File: config.mk
export PLATFORM = sky130hd
export DESIGN_NAME = seq_divider
export DESIGN_NICKNAME = d
export VERILOG_FILES = /design/src/rtl/seq_divider.sv
export SDC_FILE = /design/constraint.sdc
export NUM_CORES = 1
export LEC_CHECK = 0
export BUFFER_PORTS_ARGS = -buffer_cell sky130_fd_sc_hd__buf_2
export CORE_UTILIZATION = 54
export CTS_CLUSTER_SIZE = 8
export DETAILED_ROUTE_END_ITERATION = 10
export GPL_ROUTABILITY_DRIVEN = 1
export PLACE_DENSITY = 0.86
export SETUP_SLACK_MARGIN = 0.15
export SLEW_MARGIN = 0
export SYNTH_ARGS = -nofsm -noshare
export SYNTH_HDL_FRONTEND = slang
export SYNTH_SLANG_ARGS = --single-unit
File: constraint.sdc
create_clock -name clock -period 2.8 [get_ports clock]
set_input_delay 0.42 -clock clock [delete_from_list [all_inputs] [get_ports clock]]
set_output_delay 0.42 -clock clock [all_outputs]
set_load 0.01 [all_outputs]
File: src/rtl/seq_divider.sv
// Multi-cycle signed divider: restoring shift-subtract on operand magnitudes,
// one quotient bit per clock, with sign fix-up applied in a final cycle.
module seq_divider #(
    parameter int WIDTH = 32
) (
    input  logic             clock,
    input  logic             reset_n,
    input  logic             ctrl_DIV,
    input  logic [WIDTH-1:0] data_operandA,
    input  logic [WIDTH-1:0] data_operandB,
    output logic [WIDTH-1:0] data_result,
    output logic [WIDTH-1:0] data_remainder,
    output logic             data_exception,
    output logic             data_resultRDY,
    output logic             busy
);

    localparam int CW = $clog2(WIDTH + 1);
    localparam logic [CW-1:0] LAST = CW'(WIDTH - 1);
    localparam logic [WIDTH-1:0] MIN_NEG = {1'b1, {(WIDTH-1){1'b0}}};

    typedef enum logic [1:0] {IDLE, ITER, FIX, DONE} state_t;

    state_t state_q, state_d;

    logic [WIDTH-1:0] dvd_q, dvd_d;
    logic [WIDTH-1:0] dvs_q, dvs_d;
    logic [WIDTH-1:0] rem_q, rem_d;
    logic [WIDTH-1:0] quo_q, quo_d;
    logic [CW-1:0]    cnt_q, cnt_d;
    logic             sign_q_q, sign_q_d;
    logic             sign_r_q, sign_r_d;
    logic             ovf_q, ovf_d;
    logic [WIDTH-1:0] result_q, result_d;
    logic [WIDTH-1:0] remainder_q, remainder_d;
    logic             exc_q, exc_d;

    logic             start;
    logic             div_zero;
    logic [WIDTH-1:0] abs_a;
    logic [WIDTH-1:0] abs_b;
    logic [WIDTH:0]   rem_shift;
    logic             ge;
    logic [WIDTH-1:0] sub_lo;

    assign start    = (state_q == IDLE) && ctrl_DIV;
    assign div_zero = (data_operandB == '0);
    assign abs_a    = data_operandA[WIDTH-1] ? -data_operandA : data_operandA;
    assign abs_b    = data_operandB[WIDTH-1] ? -data_operandB : data_operandB;

    // The partial remainder is logically WIDTH+1 bits, but after each step it
    // is below |B| <= 2^(WIDTH-1), so only the shifted value needs the top bit.
    assign rem_shift = {rem_q, dvd_q[WIDTH-1]};
    assign ge        = (rem_shift >= {1'b0, dvs_q});
    assign sub_lo    = rem_shift[WIDTH-1:0] - dvs_q;

    always_ff @(posedge clock or negedge reset_n) begin
        if (!reset_n) begin
            state_q     <= IDLE;
            dvd_q       <= '0;
            dvs_q       <= '0;
            rem_q       <= '0;
            quo_q       <= '0;
            cnt_q       <= '0;
            sign_q_q    <= 1'b0;
            sign_r_q    <= 1'b0;
            ovf_q       <= 1'b0;
            result_q    <= '0;
            remainder_q <= '0;
            exc_q       <= 1'b0;
        end else begin
            state_q     <= state_d;
            dvd_q       <= dvd_d;
            dvs_q       <= dvs_d;
            rem_q       <= rem_d;
            quo_q       <= quo_d;
            cnt_q       <= cnt_d;
            sign_q_q    <= sign_q_d;
            sign_r_q    <= sign_r_d;
            ovf_q       <= ovf_d;
            result_q    <= result_d;
            remainder_q <= remainder_d;
            exc_q       <= exc_d;
        end
    end

    always_comb begin
        state_d = state_q;
        case (state_q)
            IDLE: if (ctrl_DIV) state_d = div_zero ? DONE : ITER;
            ITER: if (cnt_q == LAST) state_d = FIX;
            FIX:  state_d = DONE;
            DONE: state_d = IDLE;
            default: state_d = IDLE;
        endcase
    end

    always_comb begin
        dvd_d       = dvd_q;
        dvs_d       = dvs_q;
        rem_d       = rem_q;
        quo_d       = quo_q;
        cnt_d       = cnt_q;
        sign_q_d    = sign_q_q;
        sign_r_d    = sign_r_q;
        ovf_d       = ovf_q;
        result_d    = result_q;
        remainder_d = remainder_q;
        exc_d       = exc_q;
        case (state_q)
            IDLE: begin
                if (start && div_zero) begin
                    result_d    = '0;
                    remainder_d = '0;
                    exc_d       = 1'b1;
                end else if (start) begin
                    dvd_d    = abs_a;
                    dvs_d    = abs_b;
                    rem_d    = '0;
                    quo_d    = '0;
                    cnt_d    = '0;
                    sign_q_d = data_operandA[WIDTH-1] ^ data_operandB[WIDTH-1];
                    sign_r_d = data_operandA[WIDTH-1];
                    // MIN/-1 yields the wrapped quotient naturally; only the flag is special.
                    ovf_d    = (data_operandA == MIN_NEG) && (data_operandB == '1);
                end
            end
            ITER: begin
                rem_d = ge ? sub_lo : rem_shift[WIDTH-1:0];
                dvd_d = dvd_q << 1;
                quo_d = {quo_q[WIDTH-2:0], ge};
                cnt_d = cnt_q + 1'b1;
            end
            FIX: begin
                result_d    = sign_q_q ? -quo_q : quo_q;
                remainder_d = sign_r_q ? -rem_q : rem_q;
                exc_d       = ovf_q;
            end
            default: ;
        endcase
    end

    always_comb begin
        busy           = (state_q != IDLE);
        data_resultRDY = (state_q == DONE);
    end

    assign data_result    = result_q;
    assign data_remainder = remainder_q;
    assign data_exception = exc_q;

endmodule

# Word-level counts from Yosys, hierarchy flattened
# Cells that the tools add are included.
# totals
reg_bits	204
inputBits	67
output_inout_bits	67
# classes
add_sub_neg	6
order_cmp	1
n_eq_ne	11
mux	24
n_bitwise	2
n_reduce_logical	12
# op_table
cell	n
$mux 32	10
$pmux 32 s2	5
$neg 32->32	4
$eq 32x32->1 const B	2
$ge 33x32->1	1
$logic_not 32->1	1
$sub 32x32->32	1
$mux 6	2
$pmux 6 s2	1
$ne 2x2->1 const B	4
$pmux 2 s4	1
$add 6x1->6 const B	1
$eq 6x5->1 const B	1
$mux 2	3
$reduce_and 3->1	2
$reduce_bool 2->1	3
$eq 2x2->1 const B	2
$reduce_and 2->1	2
$logic_and 1x1->1	3
$eq 2x1->1 const B	1
$logic_not 2->1	1
$ne 2x1->1 const B	1
$pmux 1 s2	1
$mux 1	1
other kinds (2)	2

# Logic depth before layout (Yosys ltp)
# logic_depth
word_depth	5
depth_mapped	13
mapped_depth_nobuf	13

# Least setup slack after synthesis
# Ideal clock, no wire load.
# synth_path
path_type	input port to flip-flop
from	input port data_operandB[0]
to	register dvd_q[8]
arrival_time_ps	3043
required_ps	2674
path_slack_ps	-369
stages	11
path_buffers	2
cell_sequence	inv_1 ha_1 or3b_1 or4_4 or3_1 buf_2 o311a_4 a21oi_4 nor2_1 buf_2 a221o_1
# synth_via
elab_chain_len	4
# synth_lines
item	line_no	rtl
start, declared	10	input logic [WIDTH-1:0] data_operandB,
$logic_not 32->1	47	assign div_zero = (data_operandB == '0);
$logic_and 1x1->1	112	if (start && div_zero) begin
$ne 2x2->1 (no source line)	n/a	
$reduce_and 3->1 (no source line)	n/a	
end signal, assigned	73	dvd_q <= dvd_d;
end, declared	26	logic [WIDTH-1:0] dvd_q, dvd_d;
# No other way between the ends.
# A chain may end at the register's enable or synchronous reset.

# Final worst setup path
# layout_path
from	register rem_q[17]
to	register rem_q[0]
# layout_via
elab_chain_len	3
# layout_lines
item	line_no	rtl
start, declared	28	logic [WIDTH-1:0] rem_q, rem_d;
start signal, assigned	75	rem_q <= rem_d;
$ge 33x32->1	54	assign ge = (rem_shift >= {1'b0, dvs_q});
$mux 32	129	rem_d = ge ? sub_lo : rem_shift[WIDTH-1:0];
$pmux 32 s2	110	case (state_q)
# No other way between the ends.

==> impl_results.md <==
* Status: complete, but fails checks
* Violated checks: negative setup slack
* Max cap viols at 0
* P&R area growth vs syn at 54.0%
* Tmin final at 3620 ps
* Most numerous cell in the Yosys netlist: nand2_1
* Vias/cell at 6.99
* Sequential area share after synthesis at 40.9%
* R2r startpoint: rem_q[17]$_DFFE_PN0P_
* Clk pwr share at 17.6%
* Initial DRC Count at 2051
* Number of global-route vias before repair at 13559
* Clk_lat worst skew at 580 ps
* Hold path depth at 3
* DR DRC count at 0
* Drt first pass iters at 7
* CTS sink count at 204
* Critical Path AT at 4080 ps
* Fillcell total at 967
* CTS Buffer Depth at 3
* Design Area, Final at 19200 um^2
* Worst Setup End Kind: register
* First-pass GRT wire length at 72200 um
* Synth cell types at 67
* Hold path start: data_operandA[29]
* Final Wtd Congestion at 0.961
* CP Launch Point: rem_q[17]$_DFFE_PN0P_
* Gr ovfl total at 0
* IO Port Bufs at 133
* Reg2reg end: rem_q[0]$_DFFE_PN0P_
* Placed Instances at 1959
* Die height at 154 um
* Hold Path Class: in2reg
* Final hold violations at 0
* Final setup skew at 32.1 ps
* R2r worst-path depth at 13
* Placed Area at 14600 um^2
* Hold Path Sink: dvd_q[29]$_DFFE_PN0P_
* Crit Path Class: reg2reg
* Area of the core at 22600 um^2
* Setup tns final at -33430 ps
* Ys async rst share at 100%
* Initial Util at 55.1%
* Mean Syn Cell Area at 8.57 um^2
* H-tree depth at 1
* CTS tree: yes
* Least-Margin Pin Slew at 1100 ps
* Cell Area, Synth at 12500 um^2
* Root Driver: clkbuf_16
* Crit Path Max Fanout at 3
* # setup viols final at 147
* Switching fraction of total power at 44.0%
* Largest area contributor in the netlist: dfrtp_1
* Crit start category: register
* Largest net degree at the start of global routing at 77
* Combinational power share at 59.7%
* Final period util at 129%
* Die area at 23700 um^2
* Final wirelength at 57300 um
* Nets at 1925
* Die Width at 154 um
* Synth top area cells: dfrtp_1 (41%), nand2_1 (8.4%), o21ai_0 (6.0%)
* R2r setup slk at -820 ps
* GRT Util Overall at 38.4%
* Final cell count without fillers at 2101
* CTS clk-pin slew, worst paths at 50 ps
* PwrDens at 962 nW/um^2
* Area share of the largest cell type after synthesis at 40.9%
* Post-synth EDFFs at 0
* Final worst slack at -824 ps
* Max Clk Rate at 276 MHz
* Post-synthesis instance total at 1456
* Worst vdd ir at 0.649 mV
* DP HPWL at 24100 um
* IO Pins at 134
* Syn_nets at 1567
* Part of the power in registers at 22.7%
* CP required at 3260 ps
* Max Slew Vio Count at 0
* Share of cells above drive strength 1 at 43.6%
* Leakage power at 0.00897 uW
* Via count at 14684
* Rows at 55
* Initial antenna violation count at 2
* FF+latch count, synth at 204
* Wire per inst at 27.3 um
* Slew HR at 26.8%
* Post-route ant nets at 0
* Sw Pwr at 8140 uW
* Synth warn at 0
* RSZ-0062 raised after global routing: true
* Top FF cell, synth: dfrtp_1
* Most common library cells after synthesis: nand2_1 (279), dfrtp_1 (204), o21ai_0 (150), xnor2_1 (77), xor2_1 (73)
* Internal at 10400 uW
* Num CTS Buffers at 29
[how the worst max path moves through the flow]
stage / to / cells past startpoint
2_1_floorplan: dvd_q[4]$_DFFE_PN0P_ / 11
3_5_place_dp: rem_q[20]$_DFFE_PN0P_ / 12
4_1_cts: rem_q[24]$_DFFE_PN0P_ / 14
5_1_grt: rem_q[0]$_DFFE_PN0P_ / 14
3_3_place_gp: rem_q[17]$_DFFE_PN0P_ / 12
6_report: rem_q[0]$_DFFE_PN0P_ / 13
[cell families (layout without fill, tap and decap cells)]
kind of cell    count (synthesis)  after routing  synth area share [%]
other cells                     0              1                     0
buf+inv                       135            487                  4.31
simple gates                  514            521                  18.9
fa+ha+maj                      44             44                  4.47
mux                            20             20                  1.62
flops                         204            204                  40.9
xor+xnor                      150            150                  10.5
compound gates                389            389                  19.3
[flip-flops by register name, summed over array words and instances, names as in the netlist]
name	count
dvd_q	32
rem_q	32
data_exception	1
dvs_q	32
data_remainder	32
sign_q_q	1
cnt_q	6
ovf_q	1
state_q	2
quo_q	32
sign_r_q	1
data_result	32
[cell type report]
| class | instances | area [um^2] | area share, % |
|---|---|---|---|
| flip-flops and latches | 204 | 5110 | 26.6 |
| inverters | 57 | 234 | 1.22 |
| clock inverters | 1 | 20.0 | 0.104 |
| multi-input cells | 1124 | 8900 | 46.3 |
| diodes | 1 | 2.50 | 0.0130 |
| clock buffers | 31 | 753 | 3.92 |
| repair buffers | 398 | 3850 | 20.0 |
| well taps | 285 | 357 | 1.85 |
[per-layer routing]
metal / part of all wire (%) / global-route usage (%) / vias up
met4: 9.5 / 18.8 / 2
li1: - / - / 5886
met1: 33 / 46.4 / 6890
met5: 0.0052 / 0 / -
met2: 45 / 65.0 / 1393
met3: 13 / 8.29 / 513
[critical path, cell delays in order (launching register included)]
cell and delay (ps):
dfrtp_1 430, ha_1 340, a21oi_1 250, o21ai_1 130
nor3_1 320, o21ai_1 340, o211a_1 430, buf_4 190
buf_6 120, nor3_4 410, buf_4 200, buf_6 110
o21ai_2 60, a22o_1 180
[what timing repair did]
item                       4_1_cts  5_1_grt
hold endpoints to repair        56        0
gates cloned                    33        9
gates resized for setup        343      304
hold buffers                     1        0
pin swaps                      146      132
setup endpoints to repair      140      189
setup buffers                   39       29
[through the flow]
step	setup WS [ps]	utilization [%]	power (uW)	hold WS, ps
after floorplan	-283	-	7440	124
after global placement	-545	64.6	9140	421
after detailed placement	-634	64.6	9380	426
after CTS	-220	78.0	15600	171
after global routing	-694	84.9	18900	179
final	-824	84.9	18500	158
[power groups by stage]
stage | logic, uW | registers [uW] | clock network [uW]
after floorplan | 3580 | 3860 | 0
after global placement | 5230 | 3900 | 0
after detailed placement | 5430 | 3940 | 0
after CTS | 8440 | 3990 | 3120
after global routing | 11400 | 4220 | 3340
final | 11000 | 4200 | 3250
[placed cells by master (no fill, tap or decap), types with 11 or more instances in the layout]
master	instances
dfrtp_1	197
o41ai_1	11
o21ai_2	72
buf_2	130
ha_1	33
nand2b_1	11
nor2_1	44
clkbuf_16	36
a21oi_2	15
mux2i_1	17
nand2_1	167
buf_6	47
buf_4	152
a22oi_1	14
buf_12	27
nand4_1	12
nor2_4	13
xnor2_1	72
o21ai_0	55
nand2_2	44
inv_1	47
a21oi_1	43
or3_1	12
a22oi_2	15
or4_1	19
o21ai_1	50
o31ai_1	25
xor2_1	71
buf_16	22
nand3_1	51
nand2_4	68
Power figures use the tool's default switching activity.
